--- src/rtl/riscv_ctrl_pkg.sv ---
// Shared encodings for the multi-cycle RISC-V control path: opcodes, FSM states
// and the datapath select values driven by main_fsm.
package riscv_ctrl_pkg;

   localparam logic [6:0] OP_LW     = 7'b0000011;
   localparam logic [6:0] OP_SW     = 7'b0100011;
   localparam logic [6:0] OP_R_TYPE = 7'b0110011;
   localparam logic [6:0] OP_I_ALU  = 7'b0010011;
   localparam logic [6:0] OP_BEQ    = 7'b1100011;
   localparam logic [6:0] OP_JAL    = 7'b1101111;

   typedef enum logic [3:0] {
      S_FETCH,
      S_DECODE,
      S_MEMADR,
      S_MEMREAD,
      S_MEMWB,
      S_MEMWRITE,
      S_EXECUTER,
      S_EXECUTEI,
      S_ALUWB,
      S_BEQ,
      S_JAL
   } state_t;

   localparam logic [1:0] ALUOP_ADD   = 2'b00;
   localparam logic [1:0] ALUOP_SUB   = 2'b01;
   localparam logic [1:0] ALUOP_FUNCT = 2'b10;

   localparam logic [1:0] IMM_I = 2'b00;
   localparam logic [1:0] IMM_S = 2'b01;
   localparam logic [1:0] IMM_B = 2'b10;
   localparam logic [1:0] IMM_J = 2'b11;

   localparam logic [1:0] RES_ALUOUT    = 2'b00;
   localparam logic [1:0] RES_DATA      = 2'b01;
   localparam logic [1:0] RES_ALURESULT = 2'b10;

   localparam logic [1:0] SRCA_PC    = 2'b00;
   localparam logic [1:0] SRCA_OLDPC = 2'b01;
   localparam logic [1:0] SRCA_REG   = 2'b10;

   localparam logic [1:0] SRCB_REG  = 2'b00;
   localparam logic [1:0] SRCB_IMM  = 2'b01;
   localparam logic [1:0] SRCB_FOUR = 2'b10;

endpackage

--- src/rtl/instr_decoder.sv ---
// Combinational opcode decode: immediate format select and legal-opcode check.
// jal is only recognised when MAIN_FSM_JAL_EN is defined.
module instr_decoder
   import riscv_ctrl_pkg::*;
(
   input  logic [6:0] i_opcode,
   output logic [1:0] o_immSrc,
   output logic       o_legal
);

   always_comb begin
      o_immSrc = IMM_I;
      o_legal  = 1'b0;
      case (i_opcode)
         OP_LW, OP_I_ALU, OP_R_TYPE: begin
            o_immSrc = IMM_I;
            o_legal  = 1'b1;
         end
         OP_SW: begin
            o_immSrc = IMM_S;
            o_legal  = 1'b1;
         end
         OP_BEQ: begin
            o_immSrc = IMM_B;
            o_legal  = 1'b1;
         end
`ifdef MAIN_FSM_JAL_EN
         OP_JAL: begin
            o_immSrc = IMM_J;
            o_legal  = 1'b1;
         end
`endif
         default: ;
      endcase
   end

endmodule

--- src/rtl/main_fsm.sv ---
// Multi-cycle control FSM with memory handshake, illegal-opcode flag and a
// retired-instruction counter. Define MAIN_FSM_JAL_EN to support jal.
module main_fsm
   import riscv_ctrl_pkg::*;
#(
   parameter int CNT_W         = 32,
   parameter bit MEM_HANDSHAKE = 1'b1
)(
   input  logic             clk,
   input  logic             rst,
   input  logic [6:0]       opcode,
   input  logic             mem_ready,
   output logic             mem_req,
   output logic             PCUpdate,
   output logic             Branch,
   output logic             RegWrite,
   output logic             MemWrite,
   output logic             IRWrite,
   output logic             AdrSrc,
   output logic [1:0]       ResultSrc,
   output logic [1:0]       ALUSrcA,
   output logic [1:0]       ALUSrcB,
   output logic [1:0]       ALUOp,
   output logic [1:0]       ImmSrc,
   output logic             illegal,
   output logic [CNT_W-1:0] instret
);

   state_t           r_state;
   state_t           w_nextState;
   logic [6:0]       r_opcode;
   logic [CNT_W-1:0] r_instret;
   logic             w_ready;
   logic             w_legal;
   logic             w_retire;

   instr_decoder u_decoder (
      .i_opcode (opcode),
      .o_immSrc (ImmSrc),
      .o_legal  (w_legal)
   );

   assign w_ready  = MEM_HANDSHAKE ? mem_ready : 1'b1;
   assign w_retire = (r_state == S_MEMWB) || (r_state == S_ALUWB) || (r_state == S_BEQ) ||
                     ((r_state == S_MEMWRITE) && w_ready);
   assign illegal  = (r_state == S_DECODE) && !w_legal;
   assign instret  = r_instret;

   always_ff @(posedge clk or posedge rst) begin
      if (rst) begin
         r_state <= S_FETCH;
      end else begin
         r_state <= w_nextState;
      end
   end

   // The opcode is kept past DECODE so MEMADR can split lw from sw.
   always_ff @(posedge clk or posedge rst) begin
      if (rst) begin
         r_opcode  <= '0;
         r_instret <= '0;
      end else begin
         if (r_state == S_DECODE) r_opcode <= opcode;
         if (w_retire) r_instret <= r_instret + 1'b1;
      end
   end

   always_comb begin
      w_nextState = r_state;
      case (r_state)
         S_FETCH:    if (w_ready) w_nextState = S_DECODE;
         S_DECODE: begin
            case (opcode)
               OP_LW, OP_SW: w_nextState = S_MEMADR;
               OP_R_TYPE:    w_nextState = S_EXECUTER;
               OP_I_ALU:     w_nextState = S_EXECUTEI;
               OP_BEQ:       w_nextState = S_BEQ;
`ifdef MAIN_FSM_JAL_EN
               OP_JAL:       w_nextState = S_JAL;
`endif
               default:      w_nextState = S_FETCH;
            endcase
         end
         S_MEMADR:   w_nextState = (r_opcode == OP_SW) ? S_MEMWRITE : S_MEMREAD;
         S_MEMREAD:  if (w_ready) w_nextState = S_MEMWB;
         S_MEMWRITE: if (w_ready) w_nextState = S_FETCH;
         S_EXECUTER, S_EXECUTEI: w_nextState = S_ALUWB;
`ifdef MAIN_FSM_JAL_EN
         S_JAL:      w_nextState = S_ALUWB;
`endif
         default:    w_nextState = S_FETCH;
      endcase
   end

   // Moore decode; FETCH alone gates IRWrite/PCUpdate on the memory handshake.
   always_comb begin
      mem_req   = 1'b0;
      PCUpdate  = 1'b0;
      Branch    = 1'b0;
      RegWrite  = 1'b0;
      MemWrite  = 1'b0;
      IRWrite   = 1'b0;
      AdrSrc    = 1'b0;
      ResultSrc = RES_ALUOUT;
      ALUSrcA   = SRCA_PC;
      ALUSrcB   = SRCB_REG;
      ALUOp     = ALUOP_ADD;
      case (r_state)
         S_FETCH: begin
            mem_req   = 1'b1;
            ALUSrcB   = SRCB_FOUR;
            ResultSrc = RES_ALURESULT;
            IRWrite   = w_ready;
            PCUpdate  = w_ready;
         end
         S_DECODE: begin
            ALUSrcA = SRCA_OLDPC;
            ALUSrcB = SRCB_IMM;
         end
         S_MEMADR: begin
            ALUSrcA = SRCA_REG;
            ALUSrcB = SRCB_IMM;
         end
         S_MEMREAD: begin
            mem_req = 1'b1;
            AdrSrc  = 1'b1;
         end
         S_MEMWRITE: begin
            mem_req  = 1'b1;
            AdrSrc   = 1'b1;
            MemWrite = 1'b1;
         end
         S_MEMWB: begin
            ResultSrc = RES_DATA;
            RegWrite  = 1'b1;
         end
         S_EXECUTER: begin
            ALUSrcA = SRCA_REG;
            ALUOp   = ALUOP_FUNCT;
         end
         S_EXECUTEI: begin
            ALUSrcA = SRCA_REG;
            ALUSrcB = SRCB_IMM;
            ALUOp   = ALUOP_FUNCT;
         end
         S_ALUWB:    RegWrite = 1'b1;
         S_BEQ: begin
            ALUSrcA = SRCA_REG;
            ALUOp   = ALUOP_SUB;
            Branch  = 1'b1;
         end
`ifdef MAIN_FSM_JAL_EN
         S_JAL: begin
            ALUSrcA  = SRCA_OLDPC;
            ALUSrcB  = SRCB_FOUR;
            PCUpdate = 1'b1;
         end
`endif
         default: ;
      endcase
   end

endmodule

--- config.mk ---
export PLATFORM = sky130hd
export DESIGN_NAME = main_fsm
export DESIGN_NICKNAME = d
export VERILOG_FILES = /design/src/rtl/riscv_ctrl_pkg.sv /design/src/rtl/instr_decoder.sv /design/src/rtl/main_fsm.sv
export SDC_FILE = /design/constraint.sdc
export NUM_CORES = 1
export LEC_CHECK = 0
export CORE_ASPECT_RATIO = 0.9
export CORE_MARGIN = 1
export CORE_UTILIZATION = 48
export DETAILED_ROUTE_END_ITERATION = 10
export GPL_TIMING_DRIVEN = 0
export PLACE_DENSITY = 0.77
export SYNTH_ARGS = -nofsm -noshare
export SYNTH_HDL_FRONTEND = slang
export SYNTH_SLANG_ARGS = --single-unit
export TNS_END_PERCENT = 100
--- constraint.sdc ---
create_clock -name clk -period 1.85 [get_ports clk]
set_input_delay 0.185 -clock clk [delete_from_list [all_inputs] [get_ports clk]]
set_output_delay 0.185 -clock clk [all_outputs]
set_load 0.01 [all_outputs]
==> impl_metrics.csv, run 1 <==
group,metric,value,unit
global_route,grt_pass1_vias,1693,
cts,clkLatencyLatePin,0.29,ns
pwr,power_leakage,1.40,nW
cts,root_buffer,"clkbuf_8",
finish,final_core_util,0.743,
floorplanning,initial_core_util,0.516,
global_route,grt.overflow.total,0,
drt,viasPerCell,5.14,
finish,drive_gt1_frac,0.242,
critical_path,worstPathRequired,1.66,ns
critical_path,cp_slowest_cell,"clkdlybuf4s50_1",
finish,layout_commonest_cell,"clkdlybuf4s50_1",
drt,drt_first_pass_iters,4,
floorplanning,io_pins,60,
sta,setup_violations,0,
drt,vias,1774,
global_route,antenna_found_initial,0,
synth,synth-xor-area-share,0.130,
sta,skew,0.00849,ns
floorplanning,fp.dieArea,4770,um2
critical_path,cpLargestDelayFamily,"buffers and inverters",
placement,place_area,2820,um2
min_path,holdCritPathClass,"in -> async",
pwr,power_frac_seq,0.406,
drt,drc_errors,0,
global_route,grt_use_total,0.212,
critical_path,cp.arrival,1.61,ns
cts,clkSinkCount,43,
cts,cts_made_buffers,5,
cts,path_clk_slew,0.08,ns
synth,synth_top_area_frac,0.499,
cts,htreeDepth,2,
synth,synth_top_family_by_area,"simple AND/OR/NAND/NOR gates",
synth,synth_seq_cells,43,
critical_path,startpoint_type,"flop",
sta,fin_tns_setup,0,ns
pwr,peakVddDrop,0.000804,V
synth,synthCells,206,
sta,timing.final.crit_period,1.80,ns
synth,synth-edff-count,0,
sta,rsz0062_at_grt,"true",
global_route,grt_start_max_net_pins,44,
sta,hold_viol_final,0,
finish,final_nets,295,
sta,tightest_slew,0.865,ns
synth,ys_top_cells_by_area,"dfrtp_1, xnor2_1, xor2_1",
finish,areaGrowthSynthToFinish,44.1,%
synth,yosysSeqAreaShare,0.499,
pwr,sw_frac_of_total,0.314,
floorplanning,die_y,65.6,um
finish,layout_common_cells,"clkdlybuf4s50_1, dfrtp_1, xnor2_1",
pwr,netSwitchingPower,0.910,mW
critical_path,cpPeakStageDelay,0.54,ns
placement,port_buffers,59,
critical_path,path_buf_inv,1,
pwr,clkPwrFrac,0.191,
pwr,comb_power_share,0.403,
run,cap_violations,0,
cts,clock_path_buffers,2,
sta,holdWs,0.391,ns
drt,drt_wl_total,4.69,mm
placement,place.gp.congestion,0.857,
floorplanning,rows,22,
synth,async_reset_ff_frac,1.00,
sta,fin_crit_sh,0.971,
global_route,grt_pass1_wl,7.69,mm
synth,yosys.area_share.simple,0.246,
critical_path,endpoint_kind,"primary output",
finish,final_cell_area,3110,um2
synth,synth_compound_gate_area_share,0.0423,
critical_path,crit_chain,"nand2b_1 > nor2_1 > clkdlybuf4s50_1",
sta,slew_headroom,0.423,
finish,final_cells,345,
cts,cts_tree,"built",
finish,insertedDiodeCount,0,
cts,ctsHoldBuffers,0,
drt,ant_nets,0,
synth,synth_ff_type,"dfrtp_1",
placement,dp.cells,325,
synth,syn_avg_cell_area,10.5,um2
floorplanning,coreArea,4180,um2
pwr,p_int,1.99,mW
synth,synthDistinctLibCells,43,
synth,yosysTopAreaCell,"dfrtp_1",
critical_path,worst_r2r_path_depth,6,
drt,wl_per_cell,13.6,um
sta,fmax,0.556,GHz
synth,ys_warn_count,0,
synth,muxShareOfSynthArea,0.0464,
sta,final-max-slew-violation-count,0,
synth,synth_fa_ha_area_frac,0.00580,
synth,syn_area,2160,um2
drt,drtIter0Drc,116,
synth,synthesis.nets,217,
pwr,power_density,933,nW/um2
floorplanning,fp.dieW,72.7,um
run_status,status,"complete, no violations",
placement,place_hpwl,3.36,mm
critical_path,path_depth,3,
critical_path,worstPathMaxFanout,5,
critical_path,path_class,"reg -> out",
cell usage after synthesis (2+ instances only):
library cell / instances
mux2_2: 8
xor2_1: 12
nand2b_1: 2
xnor2_1: 20
dfrtp_1: 43
nor3b_1: 3
buf_4: 2
o21ai_0: 5
buf_2: 3
nor3_1: 8
and2_1: 3
inv_1: 5
nand4_1: 6
and4_1: 4
nand3_1: 16
a21oi_1: 3
clkbuf_1: 3
and3b_1: 2
and3_1: 6
nor4_1: 3
nor2_1: 13
nand2_1: 15
metrics by stage:
step | setup slack (ns) | total power, mW
global placement | -0.475 | 2.15
CTS | -0.0342 | 2.86
floorplan | 0.0907 | 1.74
finish | 0.0527 | 2.90
detailed placement | -0.500 | 2.17
global route | -0.0532 | 3.05
worst register-to-register path: cells and delay by family, from the launching register on:
family | cells | cell delay (ns)
buf+inv | 1 | 0.19
flops | 1 | 0.45
compound gates | 1 | 0.14
xor+xnor | 1 | 0.14
simple gates | 3 | 0.76
power groups by stage:
| stage | Sequential [mW] | Combinational, mW | Clock [mW] |
|---|---|---|---|
| after floorplan | 1.18 | 0.561 | 0 |
| after global placement | 1.18 | 0.973 | 0 |
| after detailed placement | 1.18 | 0.988 | 0 |
| after CTS | 1.18 | 1.11 | 0.566 |
| after global routing | 1.20 | 1.26 | 0.595 |
| final | 1.18 | 1.17 | 0.554 |
cell type report:
type | instances | area [um2]
plain buffers | 8 | 77.6
clock buffers | 7 | 76.3
clock inverters | 1 | 5.00
fillers | 312 | 1070
inverters | 6 | 25.0
multi-input cells | 148 | 1120
flip-flops and latches | 43 | 1080
well taps | 60 | 75.1
repair buffers | 72 | 649
layer usage:
metal / global-route usage / vias to the layer above / share of wire / wire length [um]
met1: 0.298 / 853 / 0.49 / 2290
li1: - / 875 / - / -
met3: 0.0399 / 7 / 0.036 / 170
met4: 0.0760 / 0 / 0.013 / 59
met2: 0.329 / 39 / 0.46 / 2170
met5: 0 / - / 0 / 0
path summary, 6_finish.rpt:
path / slack (ns) / endpoint / start
worst max-delay path: 0.05 / ALUOp[0] / r_state[2]
worst min-delay path: 0.39 / instret[8] / rst
worst max register to register: 0.07 / instret[22] / r_state[2]
worst min register to register: 0.49 / instret[29] / instret[29]
max in group asynchronous: 0.86 / r_state[0] / rst
min in group clk: 0.49 / instret[29] / instret[29]
logic make-up after synthesis:
| logic type | count (synthesis) |
|---|---|
| AND/OR/NAND/NOR | 91 |
| flip-flops | 43 |
| XOR/XNOR | 32 |
| AO/OA/AOI/OAI | 15 |
| buffers and inverters | 15 |
| multiplexers | 9 |
| adder cells (fa/ha/maj) | 1 |
sequential cells by signal (all words and copies together) (netlist names):
register / cells
instret: 32
r_opcode: 7
r_state: 4
repair_timing:
action	CTS	global route
endpoints found under the setup margin	25	30
setup buffers	7	6
resized for setup	45	29
pin swaps	5	4
Power figures use the tool's default switching activity.
==> run 2, diff against run 1 <==
--- a/config.mk
+++ b/config.mk
@@ -11,6 +11,7 @@
 export DETAILED_ROUTE_END_ITERATION = 10
 export GPL_TIMING_DRIVEN = 0
 export PLACE_DENSITY = 0.77
+export SKIP_LAST_GASP = 1
 export SYNTH_ARGS = -nofsm -noshare
 export SYNTH_HDL_FRONTEND = slang
 export SYNTH_SLANG_ARGS = --single-unit
==> impl_metrics.csv, run 2 (synthesized netlist as in run 1, its figures left out) <==
group,metric,value,unit
critical_path,reg2reg_to,"instret[31]",
drt,drt_wl_total,4.73,mm
cts,htreeDepth,2,
finish,final_cell_area,3120,um2
finish,largest_register_ffs,32,
sta,slew_headroom,0.426,
floorplanning,fp.dieArea,4770,um2
critical_path,worstPathRequired,1.66,ns
sta,fin_tns_setup,0,ns
critical_path,startpoint_type,"flop",
min_path,holdCritPathClass,"in -> async",
sta,setup_violations,0,
critical_path,critPathLaunch,"r_state[1]",
drt,drtIter0Drc,122,
finish,areaGrowthSynthToFinish,44.6,%
placement,port_buffers,59,
finish,layout_commonest_cell,"clkdlybuf4s50_1",
global_route,antenna_found_initial,0,
global_route,grt.overflow.total,0,
sta,rsz0062_at_grt,"true",
critical_path,rr_startpoint,"r_state[2]",
pwr,clkPwrFrac,0.189,
critical_path,cpPeakStageDelay,0.37,ns
sta,hold_viol_final,0,
floorplanning,die_y,65.6,um
floorplanning,initial_core_util,0.516,
floorplanning,rows,22,
pwr,power_leakage,1.47,nW
global_route,grt_pass1_wl,7.67,mm
critical_path,crit_top_cell,"buf_4",
critical_path,path_buf_inv,5,
pwr,peakVddDrop,0.000772,V
sta,final-max-slew-violation-count,0,
placement,place_area,2820,um2
finish,nFillCells,308,
sta,skew,0.00727,ns
finish,insertedDiodeCount,0,
drt,wl_per_cell,13.7,um
pwr,sw_frac_of_total,0.311,
placement,place_hpwl,3.36,mm
cts,path_clk_slew,0.08,ns
pwr,comb_power_share,0.409,
placement,place.gp.congestion,0.857,
critical_path,r2r_slack,0.07,ns
drt,ant_nets,0,
pwr,netSwitchingPower,0.913,mW
sta,timing.final.crit_period,1.81,ns
drt,drc_errors,0,
cts,clkLatencyLatePin,0.29,ns
floorplanning,fp.dieW,72.7,um
critical_path,worst_r2r_path_depth,7,
critical_path,worstPathMaxFanout,8,
cts,cts_tree,"built",
global_route,grt_use_total,0.212,
critical_path,cp_slowest_cell,"dfrtp_1",
critical_path,cpLargestDelayFamily,"buffers and inverters",
critical_path,endpoint,"ALUSrcA[0]",
finish,layout_common_cells,"clkdlybuf4s50_1, dfrtp_1, buf_4, xnor2_1, nand3_1",
critical_path,cp.arrival,1.63,ns
drt,vias,1783,
critical_path,crit_chain,"buf_6 > inv_4 > nand2_2 > nor3_4 > buf_4 > buf_4 > clkdlybuf4s15_2",
cts,clkSinkCount,43,
cts,root_buffer,"clkbuf_8",
critical_path,path_depth,7,
cts,clock_path_buffers,2,
floorplanning,io_pins,60,
pwr,power_frac_seq,0.402,
finish,final_nets,296,
run,cap_violations,0,
sta,tightest_slew,0.860,ns
finish,final_core_util,0.746,
drt,drt_first_pass_iters,4,
global_route,grt_pass1_vias,1690,
drt,viasPerCell,5.15,
cts,cts_made_buffers,5,
critical_path,endpoint_kind,"primary output",
cts,ctsHoldBuffers,0,
pwr,power_density,939,nW/um2
sta,fin_crit_sh,0.980,
run_status,status,"complete, no violations",
floorplanning,coreArea,4180,um2
pwr,p_int,2.02,mW
critical_path,path_class,"reg -> out",
sta,fmax,0.551,GHz
finish,drive_gt1_frac,0.234,
global_route,grt_start_max_net_pins,44,
run 2: metrics by stage:
stage	setup slack (ns)	power [mW]	hold slack (ns)	std cells
2_1_floorplan	0.0907	1.74	0.337	206
3_3_place_gp	-0.475	2.15	0.462	325
3_5_place_dp	-0.500	2.17	0.474	325
4_1_cts	-0.101	2.86	0.427	340
5_1_grt	-0.0566	3.08	0.499	346
6_report	0.0366	2.93	0.401	346
run 2: how the worst min path moves through the flow:
stage	start	to	slack, ns	cells after the start
after global routing	rst	instret[17]	0.50	2
after detailed placement	instret[29]	instret[29]	0.47	1
after global placement	instret[31]	instret[31]	0.46	1
after floorplan	opcode[5]	r_opcode[5]	0.34	1
final	rst	instret[17]	0.40	2
after CTS	rst	instret[17]	0.43	2
run 2: cell type report:
type | count | area [um2] | area share
plain buffers | 8 | 77.6 | 0.0248
inverters | 6 | 25.0 | 0.00802
flip-flops and latches | 43 | 1080 | 0.346
well taps | 60 | 75.1 | 0.0240
multi-input cells | 148 | 1110 | 0.355
clock buffers | 7 | 76.3 | 0.0244
repair buffers | 73 | 674 | 0.216
clock inverters | 1 | 5.00 | 0.00160
run 2: what timing repair did:
action,CTS,global route
setup endpoints to repair,25,35
endpoints found under the hold margin,0,0
resized for setup,41,28
pin swaps,5,4
setup buffers,7,7
run 2: per-layer routing:
| layer | vias to the layer above | part of all wire | wire length, um | track usage |
|---|---|---|---|---|
| met5 | - | 0 | 0 | 0 |
| met4 | 0 | 0.0099 | 47 | 0.0760 |
| met3 | 5 | 0.034 | 163 | 0.0399 |
| met2 | 39 | 0.46 | 2180 | 0.327 |
| met1 | 861 | 0.49 | 2340 | 0.298 |
| li1 | 878 | - | - | - |
run 2: power by group through the flow:
stage | sequential [mW] | combinational (mW) | clock (mW)
after detailed placement | 1.18 | 0.988 | 0
after global placement | 1.18 | 0.973 | 0
after CTS | 1.18 | 1.12 | 0.566
after global routing | 1.20 | 1.29 | 0.596
after floorplan | 1.18 | 0.561 | 0
final | 1.18 | 1.20 | 0.556
